[config.mk]
export PLATFORM = sky130hd
export DESIGN_NAME = window_scan_ctrl
export DESIGN_NICKNAME = d
export VERILOG_FILES = /design/src/rtl/window_scan_ctrl.sv
export SDC_FILE = /design/constraint.sdc
export NUM_CORES = 1
export LEC_CHECK = 0
export CAP_MARGIN = 20
export CORE_MARGIN = 5
export CORE_UTILIZATION = 41
export CTS_BUF_LIST = sky130_fd_sc_hd__clkbuf_4
export CTS_CLUSTER_SIZE = 40
export DETAILED_ROUTE_END_ITERATION = 7
export MAX_ROUTING_LAYER = met4
export PLACE_DENSITY = 0.6
export SLEW_MARGIN = 40
export SYNTH_ARGS = -nofsm -noshare
export SYNTH_HDL_FRONTEND = slang
export SYNTH_SLANG_ARGS = --single-unit
[constraint.sdc]
create_clock -name clk -period 5.6 [get_ports clk]
set_input_delay 0.84 -clock clk [delete_from_list [all_inputs] [get_ports clk]]
set_output_delay 0.84 -clock clk [all_outputs]
set_load 0.01 [all_outputs]
[src/rtl/window_scan_ctrl.sv]
// rtl/window_scan_ctrl.sv - 3x3 window address generator for a square image scan
//
// Walks the top-left corner of a 3x3 window over every interior position of
// an IMG_SIZE x IMG_SIZE image, row-major. Each accepted window (win_valid &&
// win_ready) advances to the next position; the frame ends with a one-cycle
// done pulse.
//
// Optional feature: define WINDOW_SCAN_ABORT_EN to add the abort input.
//
// Ports:
//   clk        - rising-edge clock
//   rst_n      - asynchronous active-low reset
//   start      - one-cycle request to begin a frame scan (honoured in IDLE only)
//   busy       - scan in progress
//   done       - one-cycle pulse at frame completion
//   im_addr    - top-left pixel address of the current window (image RAM)
//   win_valid  - im_addr/out_addr hold a valid window position
//   win_ready  - downstream datapath accepts the current window
//   abort      - (WINDOW_SCAN_ABORT_EN only) drop the current scan, back to IDLE
//   out_addr   - linear result index, row*(IMG_SIZE-2)+col

module window_scan_ctrl #(
    parameter int IMG_SIZE = 10,
    parameter int ADDR_W   = 16
) (
    input  logic              clk,
    input  logic              rst_n,
    input  logic              start,
    output logic              busy,
    output logic              done,
    output logic [ADDR_W-1:0] im_addr,
    output logic              win_valid,
    input  logic              win_ready,
`ifdef WINDOW_SCAN_ABORT_EN
    input  logic              abort,
`endif
    output logic [ADDR_W-1:0] out_addr
);

    // Index of the last legal window row/column.
    localparam logic [7:0] LAST_IDX = 8'(IMG_SIZE - 3);

    typedef enum logic [1:0] {
        S_IDLE = 2'd0,
        S_SCAN = 2'd1,
        S_DONE = 2'd2
    } state_t;

    state_t     state;
    state_t     state_next;
    logic [7:0] row;
    logic [7:0] col;
    logic       abort_hit;
    logic       hs;
    logic       col_last;
    logic       row_last;

`ifdef WINDOW_SCAN_ABORT_EN
    assign abort_hit = (state == S_SCAN) && abort;
`else
    assign abort_hit = 1'b0;
`endif

    // Abort takes priority over an accepted window: nothing advances.
    assign hs       = (state == S_SCAN) && win_ready && !abort_hit;
    assign col_last = (col == LAST_IDX);
    assign row_last = (row == LAST_IDX);

    // State register
    always_ff @(posedge clk or negedge rst_n) begin
        if (!rst_n) begin
            state <= S_IDLE;
        end else begin
            state <= state_next;
        end
    end

    // Next-state logic
    always_comb begin
        state_next = state;
        case (state)
            S_IDLE: begin
                if (start) begin
                    state_next = S_SCAN;
                end
            end
            S_SCAN: begin
                if (abort_hit) begin
                    state_next = S_IDLE;
                end else if (hs && col_last && row_last) begin
                    state_next = S_DONE;
                end
            end
            S_DONE: begin
                state_next = S_IDLE;
            end
            default: begin
                state_next = S_IDLE;
            end
        endcase
    end

    // Outputs decode straight from the state register so reset clears them
    // without waiting for a clock edge.
    always_comb begin
        busy      = 1'b0;
        win_valid = 1'b0;
        done      = 1'b0;
        case (state)
            S_SCAN: begin
                busy      = 1'b1;
                win_valid = 1'b1;
            end
            S_DONE: begin
                done = 1'b1;
            end
            default: begin
                busy      = 1'b0;
                win_valid = 1'b0;
                done      = 1'b0;
            end
        endcase
    end

    // Window position counters. Addresses keep their final value through
    // DONE and IDLE until the next accepted start.
    always_ff @(posedge clk or negedge rst_n) begin
        if (!rst_n) begin
            row      <= '0;
            col      <= '0;
            im_addr  <= '0;
            out_addr <= '0;
        end else if ((state == S_IDLE) && start) begin
            row      <= '0;
            col      <= '0;
            im_addr  <= '0;
            out_addr <= '0;
        end else if (hs) begin
            if (!col_last) begin
                col      <= col + 8'd1;
                im_addr  <= im_addr + ADDR_W'(1);
                out_addr <= out_addr + ADDR_W'(1);
            end else if (!row_last) begin
                // Wrap to the next row: step over the two border columns.
                col      <= '0;
                row      <= row + 8'd1;
                im_addr  <= im_addr + ADDR_W'(3);
                out_addr <= out_addr + ADDR_W'(1);
            end
        end
    end

endmodule

# Word level (Yosys, flattened, before mapping)
# Cells that the tools add are included.
word_totals:
  regBits: 50
  input_bits: 4
  out_inout_bits: 35
  word_cells: 49
op_classes:
  n_addsub: 5
  n_eq_ne: 8
  mux: 21
  n_reduce_logical: 10
op_table:
  columns: ["op", "n"]
  rows:
  - ["$mux 16", 8]
  - ["$mux 8", 8]
  - ["$add 16x1->16 const B", 2]
  - ["$add 16x2->16 const B", 1]
  - ["$add 8x1->8 const B", 2]
  - ["$eq 8x3->1 const B", 2]
  - ["$logic_and 1x1->1", 4]
  - ["$mux 2", 2]
  - ["$ne 2x1->1 const B", 2]
  - ["$pmux 2 s2", 1]
  - ["$reduce_and 2->1", 2]
  - ["$reduce_bool 2->1", 2]
  - ["$ne 3x2->1 const B", 1]
  - ["$reduce_and 3->1", 1]
  - ["$eq 2x1->1 const B", 1]
  - ["$eq 2x2->1 const B", 1]
  - ["$logic_not 2->1", 1]
  - ["$mux 1", 2]
  - ["$ne 2x2->1 const B", 1]

# Longest topological paths before layout
# Gate-level depths: netlist of run 1.
logic_depth:
  ltp_word: 6
  ltp_mapped: 11
  mapped_depth_nobuf: 9

# Worst setup path after synthesis of run 1
# OpenSTA, ideal clock, no wires.
synth_timing:
  path_kind: "register to register"
  startpoint: "reg col[0]"
  endpoint: "reg im_addr[15]"
  setup_ps: 78
  arrival_time_ps: 2719
  required_ps: 5522
  slack_ps: 2803
  stages_incl_launch_ff: 12
  path_buffers: 2
  synth_period_minus_slack_ps: 2797
  cell_sequence: "dfrtp_1 > ha_1 > nor4bb_1 > nand2_1 > clkbuf_1 > inv_1 > ha_1 > a21oi_1 > or4_1 > clkbuf_1 > or4_1 > a21oi_1"
synth_via:
  elab_chain_len: 4
  elab_cells_between_ends: 6
  classes_between: "eq/ne: 2; mux: 3; reduce/logical: 1"
synth_rtl:
  columns: ["item", "line", "rtl"]
  rows:
  - ["from (decl)", "52", "logic [7:0] col;"]
  - ["from (signal assigned)", "140", "col <= col + 8'd1;"]
  - ["$eq 8x3->1 (*)", "66", "assign col_last = (col == LAST_IDX);"]
  - ["$mux 16", "139", "if (!col_last) begin"]
  - ["$mux 16", "138", "end else if (hs) begin"]
  - ["$mux 16", "133", "end else if ((state == S_IDLE) && start) begin"]
  - ["to (signal assigned)", "141", "im_addr <= im_addr + ADDR_W'(1);"]
  - ["to (signal assigned)", "147", "im_addr <= im_addr + ADDR_W'(3);"]
  - ["to (decl)", "31", "output logic [ADDR_W-1:0] im_addr,"]
# Every way passes the cells marked *; elsewhere a longest branch is shown, timed or not. The select of a mux whose other input is x is not followed.
# A chain may end at the register's enable or synchronous reset.

# Worst setup path after layout of run 1
layout_timing:
  startpoint: "reg col[0]"
  endpoint: "reg im_addr[10]"
# The elaborated chain is that of the path after synthesis.

==> summary.json, run 1 <==
{
  "timing.critical_path.arrival_ns": 3.50,
  "boundaryPins": 39,
  "gr-max-usage-layer": "met2",
  "grt_max_degree": 55,
  "post_cts_resize_count": 0,
  "drt_pre_antenna_iters": 4,
  "syn_inst": 292,
  "post_drt_via_cell_ratio": 6.134,
  "grt_util_met1_pct": 22.65,
  "timing.final.crit_share_pct": 56.90,
  "place.port_buffers": 38,
  "critical_path.max_fanout": 14,
  "ordered_cell_list_for_the_critical_path": "ha_1 -> nor4bb_1 -> nand2_1 -> inv_1 -> fa_1 -> nand2_1 -> or4_1 -> or4_1 -> a21oi_1",
  "area_growth_pct": 17.87,
  "run_status": "complete, no violations",
  "synth_sequential_area_ratio_pct": 45.00,
  "cp_top_family": "simple AND/OR/NAND/NOR gates",
  "cp_slowest_stage_delay_ns": 0.51,
  "cts.sinks": 50,
  "slowest_cell_on_the_critical_path": "sky130_fd_sc_hd__or4_1",
  "synth_cell_types": 46,
  "synthesis.yosys.warnings": 0,
  "final_util_pct": 49.04,
  "post_placement_setup_slack_ns": 2.382,
  "grt_setup_unrepaired": "no",
  "achievable-frequency_mhz": 313.8,
  "gp_congestion": 0.8058,
  "dr_total_vias": 2478,
  "ys_seq_elements": 50,
  "cts_tree": "done",
  "worstReg2RegEnd": "im_addr[10]",
  "power-per-cell-area_mw_per_mm2": 303.8,
  "post-synth-top-count-cell": "sky130_fd_sc_hd__dfrtp_1",
  "post_synth_edffs": 0,
  "most_area_consuming_cells_after_synthesis": "sky130_fd_sc_hd__dfrtp_1 45%, sky130_fd_sc_hd__o31ai_1 7.3%, sky130_fd_sc_hd__or4_1 7.3%",
  "synthTopCellsByCount": "50 x sky130_fd_sc_hd__dfrtp_1, 32 x sky130_fd_sc_hd__a21oi_1, 27 x sky130_fd_sc_hd__o31ai_1, 27 x sky130_fd_sc_hd__or4_1, 26 x sky130_fd_sc_hd__nand2_1",
  "timing.hold.worst_path_depth": 1,
  "ff2ff_path_depth": 9,
  "worst_skew_pair.late_latency_ns": 0.38,
  "global_route_met3_usage_pct": 3.656,
  "synthesis.area_sq_mm": 0.002780,
  "average_size_of_a_mapped_cell_sq_um": 9.521,
  "initial_util_pct": 41.61,
  "critPathLaunchType": "register",
  "timing.hold.worst.start": "col[0]",
  "cap_violations": 0,
  "floorplan.rows": 30,
  "antenna_left": 0,
  "final_max_slew_viol_count": 0,
  "whs_ns": 0.5216,
  "drive_above_1_share_pct": 5.864,
  "path_buf_inv": 1,
  "dominantRegCellSynth": "sky130_fd_sc_hd__dfrtp_1",
  "total_global_routing_overflow": 0,
  "synth_top_area_share_pct": 45.00,
  "drt_drc_violations_left": 0,
  "die_width_um": 92.35,
  "fin_worst_skew_ns": 0.01655,
  "clock_tree.root_cell": "sky130_fd_sc_hd__clkbuf_4",
  "clock_tree.htree_level_count": 2,
  "worst_slew_pin_slew_ns": 0.7529,
  "antenna_cells_inserted": 0,
  "cts_clock_pin_slew_for_the_worst_setup_and_hold_paths_ns": 0.15,
  "critPathKind": "reg -> reg",
  "grt_use_met2_pct": 25.02,
  "grt_util_all_layers_pct": 16.73,
  "grt_pass1_vias": 2318,
  "finalHoldViolations": 0,
  "floorplan.core_area_sq_mm": 0.006681,
  "syn-num-nets": 301,
  "ys_async_sr_fraction_pct": 100.0,
  "finalWirelength_mm": 6.770,
  "setup_viol": 0,
  "synth_top_cell_by_area": "sky130_fd_sc_hd__dfrtp_1",
  "number_of_buffers_added_by_the_clock_tree_synthesis_step": 5,
  "initialDrtViolationCount": 166,
  "slew_headroom_pct": 49.81,
  "final_period_minus_worst_setup_slack_ns": 3.186,
  "cts_post_setup_buffers_inserted": 0,
  "crit_path_end_kind": "register",
  "die_area_sq_mm": 0.008528,
  "critPathRequiredTime_ns": 5.91,
  "hpwl_dp_mm": 4.356,
  "placedCellCount": 396,
  "route.detailed.wl_per_inst_um": 16.76,
  "fin_setup_tns_ns": 0,
  "grt_pass1_wl_mm": 11.40,
  "worstHoldEndpoint": "col[0]",
  "antenna_found_initial": 0,
  "min-delay-path-class": "reg -> reg",
  "die_h_um": 92.35,
  "vdd_drop_max_mv": 0.1218,
  "cts_hold_repair.buffers": 0,
  "final_cell_count_no_fill": 404,
  "p_leak_nw": 1.265,
  "reg2reg_setup_slack_ns": 2.41,
  "worstReg2RegStart": "col[0]",
  "cts_buffer_depth": 2,
  "worst_slack_ns": 2.414,
  "final_layout_net_count": 332
}
## worst max path at each step
stage / from / to / slack (ns) / cells past startpoint
3_3_place_gp: win_ready / out_addr[6] / 2.44 / 5
4_1_cts: col[0] / im_addr[10] / 2.42 / 9
3_5_place_dp: win_ready / row[3] / 2.38 / 5
5_1_grt: col[0] / im_addr[10] / 2.17 / 9
6_report: col[0] / im_addr[10] / 2.41 / 9
2_1_floorplan: col[0] / im_addr[15] / 2.80 / 11
## cells by family (layout without fill, tap and decap cells)
family | after synthesis | after routing | share of synthesized area, %
muxes | 7 | 7 | 2.520
buffers and inverters | 23 | 55 | 3.825
and+or+nand+nor | 125 | 125 | 27.50
xor gates and xnor gates | 1 | 1 | 0.3151
adders and majority gates | 5 | 5 | 2.520
AOI/OAI and AO/OA | 81 | 81 | 18.32
DFF | 50 | 50 | 45.00
## registers in the layout (all words and copies together), names as in the netlist
signal	cells
im_addr	16
state	2
row	8
out_addr	16
col	8
## cells in the final DEF, fill, tap and decap left out, types with 2 or more instances in the layout
cell                              netlist  routed
sky130_fd_sc_hd__or3_1                  3       3
sky130_fd_sc_hd__ha_1                   4       4
sky130_fd_sc_hd__o21a_1                 3       3
sky130_fd_sc_hd__clkbuf_4               0       6
sky130_fd_sc_hd__nand2_1               26      26
sky130_fd_sc_hd__mux2i_1                7       7
sky130_fd_sc_hd__or4_1                 27      27
sky130_fd_sc_hd__nand4_1                8       8
sky130_fd_sc_hd__and2_1                 2       2
sky130_fd_sc_hd__dfrtp_1               50      50
sky130_fd_sc_hd__nor3_1                 3       3
sky130_fd_sc_hd__nor2_1                 6       6
sky130_fd_sc_hd__and4_1                 2       2
sky130_fd_sc_hd__nand3_1               22      22
sky130_fd_sc_hd__and3_1                 8       8
sky130_fd_sc_hd__o21ai_1                2       2
sky130_fd_sc_hd__a21oi_1               32      32
sky130_fd_sc_hd__o21ai_0                9       9
sky130_fd_sc_hd__o311ai_0               2       2
sky130_fd_sc_hd__nor4_1                 2       2
sky130_fd_sc_hd__inv_1                  6       6
sky130_fd_sc_hd__clkdlybuf4s50_1        0      37
sky130_fd_sc_hd__o31ai_1               27      27
sky130_fd_sc_hd__nor2b_1                2       2
sky130_fd_sc_hd__a311oi_1               2       2
sky130_fd_sc_hd__buf_4                  5       3
## per-layer routing
layer  up-vias  wire length (um)  share of wire (%)
met4         0                91                1.3
met5         -                 0                  0
li1       1212                 -                  -
met1      1216              3355                 50
met2        40              3071                 45
met3        10               252                3.7
## layout make-up
| type | count | area (sq um) |
|---|---|---|
| sequential | 50 | 1251 |
| clock buffer | 6 | 45.04 |
| inverter | 6 | 22.52 |
| timing repair buffer | 41 | 397.9 |
| fill | 676 | 3405 |
| clock inverter | 2 | 37.54 |
| multi-input combinational | 219 | 1423 |
| tap | 80 | 100.1 |
## stage by stage
stage | instance area (sq um) | power [mW]
after detailed placement | 3194 | 0.7857
after CTS | 3277 | 1.005
after global placement | 3194 | 0.7780
after global routing | 3277 | 1.064
after floorplan | 2780 | 0.6515
final | 3277 | 0.9954
## power breakdown
| group | switching, mW | leakage [nW] | internal, mW |
|---|---|---|---|
| combinational | 0.126 | 0.561 | 0.133 |
| clock | 0.118 | 0.0419 | 0.0992 |
| sequential | 0.0984 | 0.661 | 0.421 |
| total | 0.342 | 1.26 | 0.653 |
No activity file was read; power rests on OpenSTA's default activity.
==> run 2: changes to the inputs <==
==> constraint.sdc (replaced) <==
create_clock -name clk -period 3.01 [get_ports clk]
set_input_delay 0.4515 -clock clk [delete_from_list [all_inputs] [get_ports clk]]
set_output_delay 0.4515 -clock clk [all_outputs]
set_load 0.01 [all_outputs]
==> summary.json, run 2 (synthesized netlist as in run 1, its figures left out) <==
{
  "global_route_met3_usage": {"value": 3.168, "unit": "%", "change": "-0.49 points"},
  "power-per-cell-area": {"value": 558.7, "unit": "mW/mm^2", "change": "+84%"},
  "vdd_drop_max": {"value": 0.2459, "unit": "mV", "change": "+100%"},
  "finalHoldViolations": {"value": 0, "change": "unchanged"},
  "die_h": {"value": 92.35, "unit": "um", "change": "unchanged"},
  "setup_viol": {"value": 0, "change": "unchanged"},
  "run_status": "complete, no violations",
  "clock_tree.root_cell": "sky130_fd_sc_hd__clkbuf_4",
  "area_growth_pct": 19.71,
  "critPathLaunchType": "register",
  "timing.critical_path.arrival": {"value": 3.03, "unit": "ns", "change": "-0.47 ns"},
  "cts_tree": "done",
  "dr_total_vias": {"value": 2484, "change": "+0.24%"},
  "antenna_left": {"value": 0, "change": "unchanged"},
  "grt_util_all_layers": {"value": 17.71, "unit": "%", "change": "+0.98 points"},
  "critical_path.max_fanout": {"value": 6, "change": "-8"},
  "route.detailed.wl_per_inst": {"value": 16.74, "unit": "um", "change": "-0.11%"},
  "cap_violations": {"value": 0, "change": "unchanged"},
  "cts_post_setup_buffers_inserted": {"value": 0, "change": "unchanged"},
  "total_power": {"value": 1.859, "unit": "mW", "change": "+87%"},
  "p_int": {"value": 1.212, "unit": "mW", "change": "+86%"},
  "netSwitchingFraction": {"value": 34.81, "unit": "%", "change": "+0.41 points"},
  "clock_tree.htree_level_count": {"value": 2, "change": "unchanged"},
  "combinational_share_of_power": {"value": 26.1, "unit": "%", "change": "about the same"},
  "finalWirelength": {"value": 6.846, "unit": "mm", "change": "+1.1%"},
  "final_util": {"value": 49.81, "unit": "%", "change": "+0.77 points"},
  "stdcell_area": {"value": 0.003328, "unit": "sq mm", "change": "+1.6%"},
  "antenna_cells_inserted": {"value": 0, "change": "unchanged"},
  "number_of_buffers_added_by_the_clock_tree_synthesis_step": {"value": 5, "change": "unchanged"},
  "most_frequent_standard_cell_in_the_layout_excluding_fill_and_tap_cells": "sky130_fd_sc_hd__dfrtp_1",
  "place.port_buffers": {"value": 38, "change": "unchanged"},
  "p_leak": {"value": 1.296, "unit": "nW", "change": "+2.5%"},
  "final_period_minus_worst_setup_slack": {"value": 2.709, "unit": "ns", "change": "-0.4772 ns"},
  "placedCellCount": {"value": 401, "change": "+1.3%"},
  "netSwitchingPower": {"value": 0.6473, "unit": "mW", "change": "+89%"},
  "initial_util": {"value": 41.61, "unit": "%", "change": "unchanged"},
  "critPathKind": "reg -> reg",
  "floorplan.rows": {"value": 30, "change": "unchanged"},
  "grt_util_met1": {"value": 24.06, "unit": "%", "change": "+1.4 points"},
  "post_placement_setup_slack": {"value": 0.3214, "unit": "ns", "change": "-2.060 ns"},
  "fin_setup_tns": {"value": 0, "unit": "ns", "change": "unchanged"},
  "p_seq_share": {"value": 51.7, "unit": "%", "change": "-0.5 points"},
  "antenna_found_initial": {"value": 0, "change": "unchanged"},
  "power.clock.fraction": {"value": 22.2, "unit": "%", "change": "+0.3 points"},
  "gr-max-usage-layer": "met2",
  "die_area": {"value": 0.008528, "unit": "sq mm", "change": "unchanged"},
  "critPathRequiredTime": {"value": 3.33, "unit": "ns", "change": "-2.58 ns"},
  "final_cell_count_no_fill": {"value": 409, "change": "+1.2%"},
  "cts.sinks": {"value": 50, "change": "unchanged"},
  "grt_use_met2": {"value": 27.01, "unit": "%", "change": "+2.0 points"},
  "leading_cell_types_in_the_layout_fill_and_taps_excluded": "50 x sky130_fd_sc_hd__dfrtp_1, 37 x sky130_fd_sc_hd__clkdlybuf4s50_1, 32 x sky130_fd_sc_hd__a21oi_1, 27 x sky130_fd_sc_hd__o31ai_1, 27 x sky130_fd_sc_hd__or4_1",
  "initialDrtViolationCount": {"value": 127, "change": "-23%"},
  "grt_max_degree": {"value": 55, "change": "unchanged"},
  "post_drt_via_cell_ratio": {"value": 6.073, "change": "-0.98%"},
  "worst_slew_pin_slew": {"value": 0.5271, "unit": "ns", "change": "-0.2258 ns"},
  "drive_above_1_share": {"value": 7.295, "unit": "%", "change": "+1.4 points"},
  "timing.final.crit_share": {"value": 90.00, "unit": "%", "change": "+33 points"},
  "min-delay-path-class": "in -> async",
  "total_global_routing_overflow": {"value": 0, "change": "unchanged"},
  "achievable-frequency": {"value": 369.1, "unit": "MHz", "change": "+18%"},
  "drt_drc_violations_left": {"value": 0, "change": "unchanged"},
  "layout_top_registers": "im_addr: 16 flops, out_addr: 16 flops",
  "boundaryPins": {"value": 39, "change": "unchanged"},
  "worst_slack": {"value": 0.3009, "unit": "ns", "change": "-2.113 ns"},
  "die_width": {"value": 92.35, "unit": "um", "change": "unchanged"},
  "post_dp_cell_area": {"value": 0.003247, "unit": "sq mm", "change": "+1.6%"},
  "drt_pre_antenna_iters": {"value": 6, "change": "+2"},
  "grt_setup_unrepaired": "no",
  "whs": {"value": 0.01938, "unit": "ns", "change": "-0.5022 ns"},
  "grt_pass1_wl": {"value": 11.82, "unit": "mm", "change": "+3.7%"},
  "gp_congestion": {"value": 0.8344, "change": "+3.5%"},
  "cts_buffer_depth": {"value": 2, "change": "unchanged"},
  "hpwl_dp": {"value": 4.779, "unit": "mm", "change": "+9.7%"},
  "grt_pass1_vias": {"value": 2333, "change": "+0.65%"},
  "final_layout_net_count": {"value": 337, "change": "+1.5%"},
  "fin_worst_skew": {"value": 0.01855, "unit": "ns", "change": "+0.001999 ns"},
  "post_cts_resize_count": {"value": 0, "change": "unchanged"},
  "cts_hold_repair.buffers": {"value": 0, "change": "unchanged"},
  "final_max_slew_viol_count": {"value": 0, "change": "unchanged"},
  "worst_skew_pair.late_latency": {"value": 0.39, "unit": "ns", "change": "about the same"},
  "floorplan.core_area": {"value": 0.006681, "unit": "sq mm", "change": "unchanged"},
  "cts_clock_pin_slew_for_the_worst_setup_and_hold_paths": {"value": 0.16, "unit": "ns", "change": "about the same"},
  "slew_headroom": {"value": 64.62, "unit": "%", "change": "+15 points"},
  "crit_path_end_kind": "register"
}
## run 2: layer usage
layer  vias to the layer above  part of all wire [%]
li1                       1206                     -
met4                         0                   1.1
met1                      1218                    48
met5                         -                     0
met2                        53                    47
met3                         7                   3.7
## run 2: worst max-delay path, stage by stage, from the launching register on
cell,delay (ns)
sky130_fd_sc_hd__dfrtp_1,0.42
sky130_fd_sc_hd__ha_1,0.21
sky130_fd_sc_hd__nor4bb_1,0.37
sky130_fd_sc_hd__nand2_1,0.12
sky130_fd_sc_hd__inv_1,0.12
sky130_fd_sc_hd__fa_1,0.24
sky130_fd_sc_hd__nand2_1,0.09
sky130_fd_sc_hd__or4_1,0.50
sky130_fd_sc_hd__or4_1,0.42
sky130_fd_sc_hd__a21oi_1,0.16
## run 2: cell type report
class / count / area [sq um]
clock buffer: 5 / 37.54
clock inverter: 3 / 43.79
fill: 656 / 3353
inverter: 6 / 22.52
multi-input combinational: 219 / 1423
sequential: 50 / 1251
tap: 80 / 100.1
timing repair buffer: 46 / 450.4
## run 2: final timing paths
path / startpoint / slack [ns] / endpoint / depth (start not counted)
worst min-delay path: rst_n / 0.02 / row[0] / 1
worst max-delay path: col[0] / 0.30 / im_addr[10] / 9
worst max register to register: col[0] / 0.30 / im_addr[10] / 9
min in group clk: col[0] / 0.53 / col[0] / 1
max in group asynchronous: rst_n / 2.50 / col[2] / 2
worst min register to register: col[0] / 0.53 / col[0] / 1
## run 2: power by group through the flow
stage / clock (mW) / sequential, mW / combinational [mW]
final: 0.413 / 0.962 / 0.485
after detailed placement: 0 / 0.973 / 0.490
after global placement: 0 / 0.972 / 0.481
after CTS: 0.427 / 0.962 / 0.493
after floorplan: 0 / 0.958 / 0.254
after global routing: 0.457 / 0.994 / 0.545
